`config.mk`:
```
export PLATFORM = sky130hd
export DESIGN_NAME = game_countdown
export DESIGN_NICKNAME = d
export VERILOG_FILES = /design/src/rtl/game_countdown.sv
export SDC_FILE = /design/constraint.sdc
export NUM_CORES = 1
export LEC_CHECK = 0
export CORE_MARGIN = 1
export CORE_UTILIZATION = 50
export DETAILED_ROUTE_END_ITERATION = 10
export PLACE_DENSITY = 0.77
export SETUP_SLACK_MARGIN = 0.5
export SLEW_MARGIN = 20
export SYNTH_ARGS = -nofsm -noshare
export SYNTH_HDL_FRONTEND = slang
export SYNTH_SLANG_ARGS = --single-unit
```
`constraint.sdc`:
```
create_clock -name clk -period 1.7 [get_ports clk]
set_input_delay 0.17 -clock clk [delete_from_list [all_inputs] [get_ports clk]]
set_output_delay 0.17 -clock clk [all_outputs]
set_load 0.05 [all_outputs]
```
`src/rtl/game_countdown.sv`:
```
// game_countdown: BCD seconds countdown with IDLE/RUN/DONE control.
// Optional low-time warning output enabled by defining COUNTDOWN_WARN_EN.
module game_countdown #(
    parameter logic [3:0] DEFAULT_TENS = 4'd6,
    parameter logic [3:0] DEFAULT_ONES = 4'd0
) (
    input  logic       clk,
    input  logic       rst,
    input  logic       load,
    input  logic [3:0] startTens,
    input  logic [3:0] startOnes,
    input  logic       start,
    input  logic       abort,
    input  logic       oneSecTimeout,
    output logic       timerEnable,
    output logic [3:0] secTens,
    output logic [3:0] secOnes,
    output logic       timeUp,
`ifdef COUNTDOWN_WARN_EN
    output logic       warn,
`endif
    output logic       done
);

    localparam int unsigned DIGIT_W = 4;
    localparam int unsigned STATE_W = 2;

    localparam logic [STATE_W-1:0] ST_IDLE = 2'd0;
    localparam logic [STATE_W-1:0] ST_RUN  = 2'd1;
    localparam logic [STATE_W-1:0] ST_DONE = 2'd2;

    logic [STATE_W-1:0] state;
    logic [STATE_W-1:0] state_n;
    logic [DIGIT_W-1:0] tens_n;
    logic [DIGIT_W-1:0] ones_n;
    logic [DIGIT_W-1:0] rel_tens;
    logic [DIGIT_W-1:0] rel_ones;
    logic [DIGIT_W-1:0] rel_tens_n;
    logic [DIGIT_W-1:0] rel_ones_n;
    logic               time_up_n;
    logic               count_zero;
    logic               count_one;

    // Saturate a loaded digit to the largest legal BCD value.
    function automatic logic [DIGIT_W-1:0] clamp_digit(input logic [DIGIT_W-1:0] d);
        return (d > DIGIT_W'(9)) ? DIGIT_W'(9) : d;
    endfunction

    assign count_zero = (secTens == '0) && (secOnes == '0);
    assign count_one  = (secTens == '0) && (secOnes == DIGIT_W'(1));

    // Upstream timer runs only while counting.
    assign timerEnable = (state == ST_RUN);

    // Next-state, next-count and pulse decode.
    always_comb begin
        state_n    = state;
        tens_n     = secTens;
        ones_n     = secOnes;
        rel_tens_n = rel_tens;
        rel_ones_n = rel_ones;
        time_up_n  = 1'b0;
        case (state)
            ST_IDLE, ST_DONE: begin
                if (load) begin
                    tens_n     = clamp_digit(startTens);
                    ones_n     = clamp_digit(startOnes);
                    rel_tens_n = clamp_digit(startTens);
                    rel_ones_n = clamp_digit(startOnes);
                    state_n    = ST_IDLE;
                end else if (start) begin
                    if (state == ST_DONE) begin
                        tens_n  = rel_tens;
                        ones_n  = rel_ones;
                        state_n = ST_RUN;
                    end else if (!count_zero) begin
                        state_n = ST_RUN;
                    end
                end
            end
            ST_RUN: begin
                if (abort) begin
                    state_n = ST_IDLE;
                end else if (oneSecTimeout) begin
                    if (count_one) begin
                        tens_n    = '0;
                        ones_n    = '0;
                        state_n   = ST_DONE;
                        time_up_n = 1'b1;
                    end else if (secOnes != '0) begin
                        ones_n = secOnes - DIGIT_W'(1);
                    end else begin
                        ones_n = DIGIT_W'(9);
                        tens_n = secTens - DIGIT_W'(1);
                    end
                end
            end
            default: begin
                state_n = ST_IDLE;
            end
        endcase
    end

    // State, count, reload and registered status outputs.
    always_ff @(posedge clk) begin
        if (rst) begin
            state    <= ST_IDLE;
            secTens  <= DEFAULT_TENS;
            secOnes  <= DEFAULT_ONES;
            rel_tens <= DEFAULT_TENS;
            rel_ones <= DEFAULT_ONES;
            timeUp   <= 1'b0;
            done     <= 1'b0;
        end else begin
            state    <= state_n;
            secTens  <= tens_n;
            secOnes  <= ones_n;
            rel_tens <= rel_tens_n;
            rel_ones <= rel_ones_n;
            timeUp   <= time_up_n;
            done     <= (state_n == ST_DONE);
        end
    end

`ifdef COUNTDOWN_WARN_EN
    // Warning tracks RUN with ten seconds or fewer remaining.
    always_ff @(posedge clk) begin
        if (rst) begin
            warn <= 1'b0;
        end else begin
            warn <= (state_n == ST_RUN) &&
                    ((tens_n == '0) || ((tens_n == DIGIT_W'(1)) && (ones_n == '0)));
        end
    end
`endif

endmodule

```
==> results of run 1 <==
==> cell families (layout without fill, tap and decap cells) <==
group	Yosys count	in the layout	share of synthesized area, %
adder cells (fa/ha/maj)	2	2	2.057
buffers and inverters	20	80	8.641
AND/OR/NAND/NOR	57	57	26.13
AO/OA/AOI/OAI	49	49	27.78
flip-flops	20	20	32.92
multiplexers	3	3	2.469
==> cell usage after synthesis (2+ instances only) <==
library cell	number
a211oi_1	2
a21oi_1	15
a221oi_1	2
a311oi_1	4
a31oi_1	2
buf_2	3
buf_6	3
clkbuf_1	3
dfxtp_1	20
ha_1	2
inv_1	8
mux2i_1	3
nand2_1	17
nand2b_1	4
nand3_1	5
nand3b_1	4
nor2_1	11
nor2b_1	4
nor3_1	4
o211ai_1	2
o21a_1	3
o21ai_0	7
o311ai_1	3
==> worst paths after layout <==
kind / start / cells after the start / slack [ns] / to
max: secTens[1] / 6 / 0.009 / secTens[2]
min: startTens[0] / 3 / 0.43 / rel_tens[0]
max reg2reg: secTens[1] / 6 / 0.009 / secTens[2]
min reg2reg: rel_ones[3] / 2 / 0.47 / rel_ones[3]
==> critical path, stage by stage (launching register included) <==
cell	delay, ns
dfxtp_4	0.38
inv_4	0.06
ha_4	0.13
or3b_4	0.38
a21oi_2	0.19
o311ai_1	0.13
a221o_1	0.32
==> metal layers <==
layer	global-route usage, %	up-vias	part of all wire, %
li1	-	675	-
met1	41.53	750	35
met2	58.55	144	47
met3	8.333	47	11
met4	22.97	0	7.0
met5	0	-	0
==> area by class of cell <==
class	instances	area, um^2
fillers	115	252.7
flip-flops and latches	20	429.2
multi-input cells	111	872.1
repair buffers	67	588.1
well taps	28	35.03
clock inverters	1	3.754
inverters	9	51.30
clock buffers	3	22.52
==> power breakdown <==
part           switching [W]  total (W)  internal, W
clock               0.000165   0.000251    0.0000859
sequential         0.0000419   0.000540     0.000498
combinational       0.000289   0.000524     0.000235
==> layout by cell type (no fill, tap or decap), drive strengths merged, types with 2 or more instances in the layout <==
| cell type | instances |
|---|---|
| nor2b | 4 |
| a211oi | 2 |
| a31oi | 2 |
| nand3b | 4 |
| nor3 | 5 |
| clkdlybuf4s50 | 12 |
| ha | 2 |
| dfxtp | 20 |
| nand2 | 17 |
| o21a | 3 |
| nor2 | 11 |
| nand3 | 5 |
| o311ai | 4 |
| mux2i | 3 |
| inv | 9 |
| o211ai | 2 |
| a311oi | 4 |
| buf | 50 |
| a221oi | 3 |
| nand2b | 4 |
| a21oi | 15 |
| clkbuf | 4 |
| o21ai | 7 |
==> registers in the layout, indices dropped and copies added (netlist names) <==
| register | cells |
|---|---|
| done | 1 |
| rel_ones | 4 |
| rel_tens | 4 |
| secOnes | 4 |
| secTens | 4 |
| state | 2 |
| timeUp | 1 |
==> stage by stage <==
stage	cells	worst slack, ns
after global placement	204	0.04231
final	239	0.008560
after detailed placement	204	-0.03125
after global routing	239	-0.07143
after floorplan	151	0.04561
after CTS	226	0.07073
==> repair_timing <==
action	CTS	global route
hold endpoints to repair	0	0
cloned	0	0
pin swaps	10	9
gates resized for setup	47	25
endpoints found under the setup margin	28	24
setup buffers	18	13
==> results.sh, run 1 <==
export IMPL_core_mm2=0.002255
export IMPL_synth_nets=167
export IMPL_cap_violations=0
export IMPL_tightest_slew_ns=0.5242
export IMPL_ctsHoldBuffers=0
export IMPL_syn_inst=151
export IMPL_setup_viol=0
export IMPL_period_minus_slack_ns=1.691
export IMPL_cts_buffer_depth=2
export IMPL_rsz0062_at_grt="true"
export IMPL_min_period_over_period_pct=99.50
export IMPL_dp_hpwl_mm=2.313
export IMPL_syn_area_mm2=0.001216
export IMPL_drv_slew=0
export IMPL_fin_area_mm2=0.002002
export IMPL_insertion_delay_ns=0.31
export IMPL_clock_sinks=20
export IMPL_cp_end_kind="flop"
export IMPL_globalplace_congestion=0.8988
export IMPL_finalHoldViolCount=0
export IMPL_irDropWorstVdd_mv=0.5710
export IMPL_grt_max_degree=15
export IMPL_slew_limit_headroom_pct=64.73
export IMPL_synthFlopType="dfxtp_1"
export IMPL_drive_gt1_share_pct=45.02
export IMPL_antenna_found_initial=0
export IMPL_status="finished clean"
export IMPL_p_leak_nw=0.8190
export IMPL_overflow=0
export IMPL_critPathKind="reg2reg"
export IMPL_required_ns=1.91
export IMPL_synthArstFlopShare_pct=0
export IMPL_ioPinCount=25
export IMPL_synth_top_area_share_pct=32.92
export IMPL_yosys_area_top_type="dfxtp_1"
export IMPL_drt_first_pass_iters=9
export IMPL_seq_area_frac_synth_pct=32.92
export IMPL_io_buffers=24
export IMPL_powerDensity_mw_per_mm2=656.5
export IMPL_drcViolationCount=0
export IMPL_synth_edff_count=0
export IMPL_nets=228
export IMPL_synthDistinctLibCells=43
export IMPL_die_h_um=51.32
export IMPL_tritoncts="done"
export IMPL_total_power_w=0.001314
export IMPL_viasPerCell=6.762
export IMPL_clock_skew_ns=0.005506
export IMPL_dieArea_mm2=0.002634
export IMPL_grt_pass1_vias=1489
export IMPL_die_w_um=51.32
export IMPL_holdWs_ns=0.4344
export IMPL_start_kind="flop"
export IMPL_syn_avg_cell_area_um2=8.054
export IMPL_antenna_cells=0
export IMPL_avgRoutedWirePerCell_um=22.01
export IMPL_arrival_ns=1.90
export IMPL_drt_wl_total_mm=5.260
export IMPL_track_usage_pct=35.76
export IMPL_fmax_ghz=0.5912
export IMPL_final_antenna_net_count=0
export IMPL_grt_pass1_wl_mm=6.824
export IMPL_clk_pin_slew_ns=0.13
export IMPL_hp_class="in2reg"
export IMPL_syn_to_final_growth_pct=64.61
export IMPL_core_rowCount=17
export IMPL_htreeDepth=1
export IMPL_cp_max_fo=2
export IMPL_ctsRootBufferMaster="clkbuf_4"
export IMPL_drt_initial_drc_count=101
export IMPL_synth_seq_cells=20
export IMPL_ys_warn_count=0
export IMPL_vias=1616
export IMPL_place_area_mm2=0.001564
export IMPL_post_route_util_pct=88.79
export IMPL_initial_core_util_pct=53.94
export IMPL_cts_made_buffers=3
export IMPL_synthTopCellsByArea="dfxtp_1, a21oi_1, nand2_1, nor2_1, a311oi_1"
export IMPL_fin_tns_setup_ns=0
Power figures use the tool's default switching activity.
==> inputs of run 2 (changes only) <==
- ABC_AREA: not set -> 0
- CTS_CLUSTER_SIZE: not set -> 40
==> results of run 2 <==
The final DEF is identical to that of run 1; final timing and power are the same.
